===== config.mk =====
export PLATFORM = sky130hd
export DESIGN_NAME = fir_tap_sequencer
export DESIGN_NICKNAME = d
export VERILOG_FILES = /design/src/rtl/fir_tap_sequencer_pkg.sv /design/src/rtl/fir_step_counter.sv /design/src/rtl/fir_tap_sequencer.sv
export SDC_FILE = /design/constraint.sdc
export NUM_CORES = 1
export LEC_CHECK = 0
export BUFFER_PORTS_ARGS = -buffer_cell sky130_fd_sc_hd__buf_4
export CAP_MARGIN = 10
export CORE_MARGIN = 5
export CORE_UTILIZATION = 58
export CTS_CLUSTER_SIZE = 40
export DETAILED_ROUTE_END_ITERATION = 12
export PLACE_DENSITY = 0.94
export SKIP_LAST_GASP = 1
export SYNTH_ARGS = -nofsm -noshare
export SYNTH_HDL_FRONTEND = slang
export SYNTH_HIERARCHICAL = 1
export SYNTH_SLANG_ARGS = --single-unit

===== constraint.sdc =====
create_clock -name iClk12M -period 4.8 [get_ports iClk12M]
set_clock_uncertainty 0.1 [all_clocks]
set_input_delay 0.48 -clock iClk12M [delete_from_list [all_inputs] [get_ports iClk12M]]
set_output_delay 0.48 -clock iClk12M [all_outputs]
set_load 0.005 [all_outputs]

===== src/rtl/fir_tap_sequencer_pkg.sv =====
// ----------------------------------------------------------------------------
// fir_pkg
//   Shared definitions for the FIR datapath control slice: pass-phase state
//   encoding, default tap count / multiplier latency, and the widths of the
//   tap-select and completed-pass counter buses used by the accumulator and
//   multiplier blocks.
// ----------------------------------------------------------------------------
package fir_pkg;

   localparam int unsigned TAP_NUM_DEF = 10;
   localparam int unsigned MUL_LAT_DEF = 1;
   localparam int unsigned SEL_W       = 4;
   localparam int unsigned CNT_W       = 16;

   typedef enum logic [2:0] {
      ST_IDLE  = 3'd0,
      ST_SHIFT = 3'd1,
      ST_MUL   = 3'd2,
      ST_ACC   = 3'd3,
      ST_DONE  = 3'd4
   } firState_t;

   // Load value for a phase lasting n cycles on the down-counter (terminal at 0).
   function automatic logic [SEL_W-1:0] lastStep(input int unsigned n);
      return SEL_W'(n - 1);
   endfunction

endpackage


===== src/rtl/fir_step_counter.sv =====
// ----------------------------------------------------------------------------
// fir_step_counter
//   Loadable down-counter with terminal-count flag, shared by the MUL and ACC
//   phases, plus a companion up-count register that tracks the step index
//   from zero while iTrackUp is held (used directly as the tap select).
//
//   iClk12M   in   clock, rising edge
//   iRsn      in   synchronous active-low reset
//   iLoad     in   load iLoadVal into the down-counter, restart up-count at 0
//   iLoadVal  in   WIDTH  down-counter load value
//   iDec      in   decrement down-counter / advance up-count
//   iTrackUp  in   keep up-count running; when low the up-count is held at 0
//   oUp       out  WIDTH  registered up-count (step index within phase)
//   oTc       out  down-counter has reached zero
// ----------------------------------------------------------------------------
module fir_step_counter
   import fir_pkg::*;
#(
   parameter int unsigned WIDTH = SEL_W
) (
   input  logic             iClk12M,
   input  logic             iRsn,
   input  logic             iLoad,
   input  logic [WIDTH-1:0] iLoadVal,
   input  logic             iDec,
   input  logic             iTrackUp,
   output logic [WIDTH-1:0] oUp,
   output logic             oTc
);

   logic [WIDTH-1:0] count;

   always_ff @(posedge iClk12M) begin
      if (!iRsn) begin
         count <= '0;
         oUp   <= '0;
      end else begin
         if (iLoad) begin
            count <= iLoadVal;
         end else if (iDec) begin
            count <= count - WIDTH'(1);
         end

         if (!iTrackUp || iLoad) begin
            oUp <= '0;
         end else if (iDec) begin
            oUp <= oUp + WIDTH'(1);
         end
      end
   end

   assign oTc = (count == '0);

endmodule


===== src/rtl/fir_tap_sequencer.sv =====
// ----------------------------------------------------------------------------
// fir_tap_sequencer
//   Control FSM for the FIR datapath. Each accepted input-sample strobe runs
//   one filter pass: shift delay line, multiply (MUL_LAT cycles), accumulate
//   TAP_NUM tap products in order, latch result. One early sample is buffered
//   in a pending flag; a further sample while pending is dropped and flagged.
//
//   Parameters: TAP_NUM (2..15) taps per pass, MUL_LAT (1..4) multiplier lat.
//
//   iClk12M    in   12 MHz clock, rising edge
//   iRsn       in   synchronous active-low reset
//   iEnSample  in   one-cycle new-sample strobe
//   iClrOvr    in   clear oOverrun (a same-cycle overrun wins)
//   oEnDelay   out  delay-line shift enable
//   oEnMul     out  multiplier-bank enable
//   oEnAdd     out  accumulator add enable
//   oSel       out  4   tap index during accumulate, 0 otherwise
//   oEnAcc     out  accumulator result-latch enable
//   oValid     out  filter output valid strobe
//   oBusy      out  pass in progress
//   oOverrun   out  sticky sample-dropped flag
//   oOutCnt    out  16  completed-pass counter (wraps)
// ----------------------------------------------------------------------------
module fir_tap_sequencer
   import fir_pkg::*;
#(
   parameter int unsigned TAP_NUM = TAP_NUM_DEF,
   parameter int unsigned MUL_LAT = MUL_LAT_DEF
) (
   input  logic             iClk12M,
   input  logic             iRsn,
   input  logic             iEnSample,
   input  logic             iClrOvr,
   output logic             oEnDelay,
   output logic             oEnMul,
   output logic             oEnAdd,
   output logic [SEL_W-1:0] oSel,
   output logic             oEnAcc,
   output logic             oValid,
   output logic             oBusy,
   output logic             oOverrun,
   output logic [CNT_W-1:0] oOutCnt
);

   firState_t        state;
   firState_t        stateNext;
   logic             pending;
   logic             pendingNext;
   logic             ovrSet;

   logic             stepLoad;
   logic [SEL_W-1:0] stepLoadVal;
   logic             stepDec;
   logic             stepTrack;
   logic             stepTc;

   // The up-count register doubles as the registered tap select: it tracks
   // only while the next state is ACC, so it reads 0 in every other state.
   fir_step_counter #(
      .WIDTH (SEL_W)
   ) uStep (
      .iClk12M  (iClk12M),
      .iRsn     (iRsn),
      .iLoad    (stepLoad),
      .iLoadVal (stepLoadVal),
      .iDec     (stepDec),
      .iTrackUp (stepTrack),
      .oUp      (oSel),
      .oTc      (stepTc)
   );

   // Next-state and pending/overrun decisions.
   always_comb begin
      stateNext   = state;
      pendingNext = pending;
      ovrSet      = 1'b0;

      case (state)
         ST_IDLE:  if (iEnSample) stateNext = ST_SHIFT;
         ST_SHIFT: stateNext = ST_MUL;
         ST_MUL:   if (stepTc) stateNext = ST_ACC;
         ST_ACC:   if (stepTc) stateNext = ST_DONE;
         ST_DONE: begin
            stateNext   = (pending || iEnSample) ? ST_SHIFT : ST_IDLE;
            // A buffered sample starts the next pass; a sample arriving in
            // the same cycle takes its place in the buffer.
            pendingNext = pending && iEnSample;
         end
         default:  stateNext = ST_IDLE;
      endcase

      if (iEnSample && (state == ST_SHIFT || state == ST_MUL || state == ST_ACC)) begin
         if (pending) begin
            ovrSet = 1'b1;
         end else begin
            pendingNext = 1'b1;
         end
      end
   end

   // Step-counter control: load on phase entry, count down while staying.
   always_comb begin
      stepLoad    = 1'b0;
      stepLoadVal = '0;
      stepDec     = 1'b0;
      stepTrack   = (stateNext == ST_ACC);

      if (stateNext == ST_MUL && state != ST_MUL) begin
         stepLoad    = 1'b1;
         stepLoadVal = lastStep(MUL_LAT);
      end else if (stateNext == ST_ACC && state != ST_ACC) begin
         stepLoad    = 1'b1;
         stepLoadVal = lastStep(TAP_NUM);
      end else if (stateNext == state && (state == ST_MUL || state == ST_ACC)) begin
         stepDec = 1'b1;
      end
   end

   // Outputs are registered from the next state so they align with it.
   always_ff @(posedge iClk12M) begin
      if (!iRsn) begin
         state    <= ST_IDLE;
         pending  <= 1'b0;
         oEnDelay <= 1'b0;
         oEnMul   <= 1'b0;
         oEnAdd   <= 1'b0;
         oEnAcc   <= 1'b0;
         oValid   <= 1'b0;
         oBusy    <= 1'b0;
         oOverrun <= 1'b0;
         oOutCnt  <= '0;
      end else begin
         state    <= stateNext;
         pending  <= pendingNext;
         oEnDelay <= (stateNext == ST_SHIFT);
         oEnMul   <= (stateNext == ST_MUL);
         oEnAdd   <= (stateNext == ST_ACC);
         oEnAcc   <= (stateNext == ST_DONE);
         oValid   <= (stateNext == ST_DONE);
         oBusy    <= (stateNext != ST_IDLE);

         if (ovrSet) begin
            oOverrun <= 1'b1;
         end else if (iClrOvr) begin
            oOverrun <= 1'b0;
         end

         if (stateNext == ST_DONE) begin
            oOutCnt <= oOutCnt + CNT_W'(1);
         end
      end
   end

endmodule


# Yosys cells after proc, flatten, opt, wreduce, memory -nomap -nowiden
# Cells that the tools add are included.
totals:
  regBits: 34
  inputBits: 4
  output_inout_bits: 27
  word_cells: 64
op_classes:
  n_addsub: 3
  eq_ne: 11
  mux: 21
  bitwise: 1
  n_reduce_logical: 17
ops:
  columns: ["operator", "count"]
  rows:
  - ["$add 16x1->16 const B", 1]
  - ["$mux 4", 4]
  - ["$pmux 3 s5", 1]
  - ["$mux 1", 13]
  - ["$eq 3x2->1 const B", 4]
  - ["$mux 3", 3]
  - ["$eq 3x1->1 const B", 2]
  - ["$eq 3x3->1 const B", 2]
  - ["$ne 3x2->1 const B", 2]
  - ["$logic_and 1x1->1", 5]
  - ["$logic_or 1x1->1", 5]
  - ["$add 4x1->4 const B", 1]
  - ["$logic_not 4->1", 1]
  - ["$reduce_bool 2->1", 2]
  - ["$sub 4x1->4 const B", 1]
  - ["$eq 3x3->1", 1]
  - ["$logic_not 3->1", 1]
  - ["$reduce_bool 3->1", 1]
  - ["$reduce_or 2->1", 1]
  - ["$logic_not 1->1", 1]
  - ["$not 1->1", 1]

# Depth between registers and ports, before layout
# Gate-level depths: netlist of the first run.
depth:
  depth_word: 10
  mapped_depth: 9
  depth_no_buf: 8

# Cells and area by module
# The synthesis of the first run kept the hierarchy.
by_module_without_submodules:
  columns: ["mod", "n_inst", "cells_each", "area_each_um2", "seq_area_each_um2"]
  rows:
  - ["fir_tap_sequencer", 1, 133, 1208.7, 520.5]
  - ["fir_step_counter", 1, 41, 387.9, 160.2]

# Worst setup path after synthesis of the first run
# Ideal clock, no wire load.
synth_path:
  path_kind: "reg-to-reg"
  start: "reg uStep.count[0]"
  end: "reg oOutCnt[10]"
  setup_ns: 0.070
  arrival_ns: 2.051
  required_ns: 4.630
  path_slack_ns: 2.579
  stages_incl_launch_ff: 9
  n_path_buf: 1
  synth_period_minus_slack_ns: 2.221
  path_cell_list: "dfxtp_1 > inv_1 > ha_1 > nor3b_1 > buf_6 > nand4b_4 > or4_4 > or3_1 > a21boi_1"
synth_between:
  elab_chain_cells: 4
  word_cells_on_any_way: 5
  classes_between: "eq/ne (1); mux (3); reduce/logical (1)"
synth_lines:
  columns: ["element", "line_no", "rtl"]
  rows:
  - ["from (decl)", "fir_step_counter.sv:31", "logic [WIDTH-1:0] count;"]
  - ["from (signal assigned)", "fir_step_counter.sv:39", "count <= iLoadVal;"]
  - ["from (signal assigned)", "fir_step_counter.sv:41", "count <= count - WIDTH'(1);"]
  - ["$logic_not 4->1 (*)", "fir_step_counter.sv:52", "assign oTc = (count == '0);"]
  - ["via stepTc", "fir_tap_sequencer.sv:55", "logic stepTc;"]
  - ["$mux 3, on equally long branches", "fir_tap_sequencer.sv:82, fir_tap_sequencer.sv:81", null]
  - ["$pmux 3 s5 (*)", "fir_tap_sequencer.sv:78", "case (state)"]
  - ["$eq 3x3->1 (*)", "fir_tap_sequencer.sv:148", "if (stateNext == ST_DONE) begin"]
  - ["to (signal assigned)", "fir_tap_sequencer.sv:149", "oOutCnt <= oOutCnt + CNT_W'(1);"]
  - ["to (decl)", "fir_tap_sequencer.sv:42", "output logic [CNT_W-1:0] oOutCnt"]
# The timed path passes the listed nets; every way through them passes the cells marked *.
# A chain may end at the register's enable or synchronous reset.

# Worst setup path in the final report of the first run
layout_path:
  start: "reg uStep.count[1]"
  end: "reg oOutCnt[10]"
# Same word-level chain as after synthesis.

==> flow_summary.yaml, run 1 <==
synth:
  syn_area_sq_um: 1597
  avgSynthCellArea_sq_um: 9.175
  synth_cells: 174
  yosysTopAreaCellShare_pct: 42.63
  yosysTopAreaCell: "dfxtp_1"
  yosys-top-cells-count: "dfxtp_1, nand2_1, xnor2_1"
  async_reset_ff_share_pct: 0
  yosys_warnings: 6
  yosysSeqAreaShare_pct: 42.63
  synth_edf_count: 0
  ys_ff_latch: 34
  synthFlopType: "dfxtp_1"
  yosysMostFrequentCell: "dfxtp_1"
  synth.area.top_cells: "dfxtp_1, xnor2_1, nand2_1"
  ys_types: 40
sta:
  fin_crit_sh_pct: 58.45
  period_needed_ns: 2.806
  rsz0062_at_grt: "no"
  timing.hold.ws_ns: 0.3507
  hold_violations: 0
  fin_setup_tns_ns: 0
  max_clock_freq_ghz: 0.3564
  tightest_slew_ns: 0.9046
  finalSetupViolations: 0
  setup_ws_ns: 1.994
  slew_headroom_pct: 39.56
  maxSlewViolCount: 0
final_layout:
  syn2layout_area_growth_pct: 17.01
  utilization_pct: 69.54
  nNetsFinal: 211
  drive_gt1_share_pct: 21.95
  stdcell_count: 236
  insertedDiodeCount: 0
clocking:
  cts_resized: 0
  clockRootBuffer: "clkbuf_4"
  cts_max_path_buffers: 2
  clkTransAtPathRegs_ns: 0.11
  cts.sinks: 34
  cts_tree: "built"
  cts_setup_buffers: 0
  insertion_delay_ns: 0.33
  htreeDepth: 2
  hold_buffers: 0
  cts_buffers: 5
worst_setup_path:
  arrival_ns: 2.97
  startpoint_type: "flop"
  cp.required_ns: 4.97
  end_kind: "flop"
  path_max_fanout: 9
  crit_type: "flop to flop"
pwr:
  p_per_area_nw_per_um2: 347.5
  ir_worst_vdd_uv: 284.2
  p_leak_nw: 0.7845
detailed_routing:
  routed_via_density: 5.322
  drt-pass1-iter-count: 4
  totalWireLength_microns: 2844
  drc_errors: 0
  drt.antenna.violating_nets: 0
  via_count: 1256
  dr.first_iter.drc_count: 38
  wl_per_cell_microns: 12.05
global_routing:
  grt_usage_pct: 15.98
  antenna_found_initial: 0
  grt_start_max_net_pins: 34
  grt_pass1_wl_microns: 5168
  grt_pass1_vias: 1238
  overflow: 0
floorplanning:
  fp.dieArea_sq_um: 3902
  row_count: 19
  boundaryPins: 31
  start_util_pct: 59.43
  die_w_microns: 62.47
  core_area_sq_um: 2686
  die_height_microns: 62.47
place:
  post-place-ws_ns: 1.981
  gp_congestion: 0.7704
  port-buffer-count: 30
  dp.cells: 228
  dp_hpwl_microns: 2016
run_status:
  status: "finished, final reports clean"
job:
  max_cap_viol_count: 0
min_path:
  hold_path.class: "primary input to flop"
-- where the power goes --
| part | internal, mW | switching [mW] | total [mW] | leakage, nW |
|---|---|---|---|---|
| registers | 0.307 | 0.0280 | 0.335 | 0.276 |
| clock network | 0.0704 | 0.0952 | 0.166 | 0.0343 |
| logic | 0.0683 | 0.0799 | 0.148 | 0.474 |
| total | 0.446 | 0.203 | 0.649 | 0.784 |
-- cells in the final DEF, fill, tap and decap left out, drive strengths merged, types with 7 or more instances in the layout --
| cell type | instances |
|---|---|
| dfxtp | 34 |
| buf | 30 |
| nand2 | 18 |
| xnor2 | 10 |
| nor2 | 9 |
| and2 | 9 |
| o21ai | 9 |
| nand3 | 7 |
-- routing by layer --
metal / up-vias / wire length [microns] / part of all wire [%] / global-route usage, %
li1: 650 / - / - / -
met1: 570 / 1205 / 42 / 18.98
met2: 31 / 1417 / 50 / 26.55
met3: 5 / 175 / 6.2 / 5.396
met4: 0 / 46 / 1.6 / 5.836
met5: - / 0 / 0 / 0
-- state kept, by name, indices dropped and copies added, names as in the netlist --
signal,cells
oOverrun,1
oEnMul,1
oOutCnt,16
uStep/count,4
oBusy,1
pending,1
oEnAdd,1
state,3
oValid,1
oEnDelay,1
uStep/oUp,4
-- through the flow --
| step | power (mW) | area, sq um |
|---|---|---|
| finish | 0.6491 | 1868 |
| global placement | 0.4841 | 1804 |
| detailed placement | 0.4908 | 1804 |
| CTS | 0.6575 | 1868 |
| floorplan | 0.4788 | 1600 |
| global route | 0.6959 | 1868 |
-- cell type report --
type	count	area, sq um
multi-input combinational	127	837.1
fill	225	818.3
sequential	34	680.7
timing repair buffer	30	225.2
clock buffer	6	51.30
tap	31	38.79
inverter	6	22.52
clock inverter	2	12.51
-- critical path: stages (launching register included) --
cell	delay (ns)
dfxtp_1	0.37
inv_1	0.07
ha_1	0.15
nor3b_1	0.74
nand4b_4	0.25
or4_4	0.61
or3_1	0.32
a21boi_1	0.14
-- logic make-up (layout without fill, tap and decap cells) --
| logic type | after synthesis | after routing | synth area share [%] |
|---|---|---|---|
| and+or+nand+nor | 77 | 77 | 28.53 |
| DFF | 34 | 34 | 42.63 |
| AOI/OAI and AO/OA | 25 | 25 | 9.639 |
| xor gates and xnor gates | 14 | 14 | 7.680 |
| buffers and inverters | 14 | 44 | 5.172 |
| muxes | 6 | 6 | 3.762 |
| adders and majority gates | 3 | 3 | 2.351 |
| other | 1 | 2 | 0.2349 |
-- path summary, 6_finish.rpt --
check	slack (ns)	start	cells past startpoint	endpoint
hold / removal	0.35	iEnSample	4	oEnMul
setup / recovery	1.99	uStep/count[1]	7	oOutCnt[10]
setup reg to reg	1.99	uStep/count[1]	7	oOutCnt[10]
hold reg to reg	0.38	oOutCnt[15]	2	oOutCnt[15]
(Power assumes the default switching activity.)
==> run 2: changes to the inputs <==
- CORE_UTILIZATION: 58 -> 48
- PLACE_DENSITY: 0.94 -> 0.85
- clock period: 4.8 -> 2.4 ns (I/O delays scaled with it)
==> run 2 against run 1 <==
Effect of this change: combinational power up 130%; hold slack lost 0.23 ns; cell area up 3.8%; critical endpoint is now oOutCnt[12].
==> flow_summary.yaml, run 2 (synthesized netlist as in run 1, its figures left out) <==
min_path:
  hp-start: "iEnSample"
  hold_path.class: "primary input to flop"
  whs_path_depth: 4
sta:
  maxSlewViolCount: 0
  fin_crit_sh_pct: 93.69
  hold_violations: 0
  timing.hold.ws_ns: 0.1222
  fin_setup_tns_ns: 0
  rsz0062_at_grt: "no"
  finalSetupViolations: 0
  period_needed_ns: 2.248
  max_clock_freq_ghz: 0.4447
detailed_routing:
  drt-pass1-iter-count: 4
  via_count: 1285
  drt.antenna.violating_nets: 0
  wl_per_cell_microns: 11.80
  routed_via_density: 5.020
  totalWireLength_microns: 3021
  dr.first_iter.drc_count: 39
  drc_errors: 0
final_layout:
  regMostFlops: "oOutCnt"
  stdcell_count: 256
  fill_cells: 298
  largest_reg_flops: 16
  insertedDiodeCount: 0
  drive_gt1_share_pct: 24.29
  mostFrequentLayoutCells: "buf_4, dfxtp_1, nand2_1"
  final_common_cell: "buf_4"
  utilization_pct: 59.05
  largest_registers: "oOutCnt x16, uStep/count x4, uStep/oUp x4"
  nNetsFinal: 216
  syn2layout_area_growth_pct: 21.47
clocking:
  insertion_delay_ns: 0.35
  cts_buffers: 5
  clockRootBuffer: "clkbuf_4"
  htreeDepth: 2
  cts_tree: "built"
  cts.sinks: 34
  hold_buffers: 0
  clkTransAtPathRegs_ns: 0.11
  cts_max_path_buffers: 2
floorplanning:
  die_w_microns: 67.67
  row_count: 21
  boundaryPins: 31
  start_util_pct: 48.61
  core_area_sq_um: 3284
  fp.dieArea_sq_um: 4579
  die_height_microns: 67.67
worst_setup_path:
  path_max_fanout: 6
  rr_startpoint: "uStep/count[1]"
  end_kind: "flop"
  critPathLaunch: "uStep/count[1]"
  slowest_delay_ns: 0.57
  r2r_cells: 8
  cp_slowest_cell: "or4_4"
  path_cells: "inv_1 -> ha_1 -> nor3b_1 -> buf_4 -> nand4b_4 -> or4_4 -> or3_1 -> a21boi_1"
  startpoint_type: "flop"
  cp.required_ns: 2.58
  crit_type: "flop to flop"
  arrival_ns: 2.43
place:
  dp.cells: 247
  gp_congestion: 0.7745
  dp_hpwl_microns: 2180
  port-buffer-count: 30
global_routing:
  antenna_found_initial: 0
  grt_start_max_net_pins: 34
  grt_pass1_vias: 1220
  grt_usage_pct: 14.82
  overflow: 0
  grt_pass1_wl_microns: 5064
pwr:
  ir_worst_vdd_uv: 363.5
  p_per_area_nw_per_um2: 738.8
  p_leak_nw: 0.8201
  p_total_mw: 1.433
run_status:
  status: "finished, final reports clean"
job:
  max_cap_viol_count: 0
## run 2: worst max-delay path, delay by kind of cell, from the launching register on
family | cells | cell delay [ns]
fa+ha+maj | 1 | 0.14
flops | 1 | 0.36
buf+inv | 2 | 0.25
simple gates | 4 | 1.19
compound gates | 1 | 0.14
## run 2: final timing paths
| path | slack [ns] | end |
|---|---|---|
| worst min-delay path | 0.12 | oEnMul |
| worst min register to register | 0.39 | oOutCnt[15] |
| worst max-delay path | 0.15 | oOutCnt[12] |
| worst max register to register | 0.15 | oOutCnt[12] |
## run 2: cell type report
cell class / count / area [sq um] / share of cell area [%]
clock buffer: 5 / 37.54 / 1.935
sequential: 34 / 681.9 / 35.16
clock inverter: 3 / 40.04 / 2.065
tap: 46 / 57.56 / 2.968
inverter: 6 / 22.52 / 1.161
multi-input combinational: 127 / 837.1 / 43.16
timing repair buffer: 35 / 262.8 / 13.55
## run 2: metal layers
| layer | global-route usage, % | up-vias | share of wire (%) | wire length, microns |
|---|---|---|---|---|
| li1 | - | 660 | - | - |
| met5 | 0 | - | 0 | 0 |
| met3 | 4.992 | 6 | 4.6 | 140 |
| met1 | 17.62 | 588 | 47 | 1424 |
| met2 | 22.96 | 31 | 46 | 1393 |
| met4 | 8.861 | 0 | 2.1 | 63 |
## run 2: stage by stage
| stage | worst slack [ns] | area [sq um] |
|---|---|---|
| 6_report | 0.1515 | 1939 |
| 5_1_grt | 0.009219 | 1939 |
| 4_1_cts | 0.1079 | 1931 |
| 3_5_place_dp | 0.1530 | 1853 |
| 3_3_place_gp | 0.2218 | 1853 |
| 2_1_floorplan | 0.1793 | 1600 |
## run 2: power breakdown
group          total, mW  internal, mW  switching, mW
combinational      0.346         0.179          0.168
sequential         0.673         0.616         0.0564
clock              0.414         0.216          0.198
total               1.43          1.01          0.422
## run 2: what timing repair did
item	CTS	global route
setup buffers	0	1
endpoints found under the setup margin	0	2
gates resized for setup	0	1
endpoints found under the hold margin	0	0
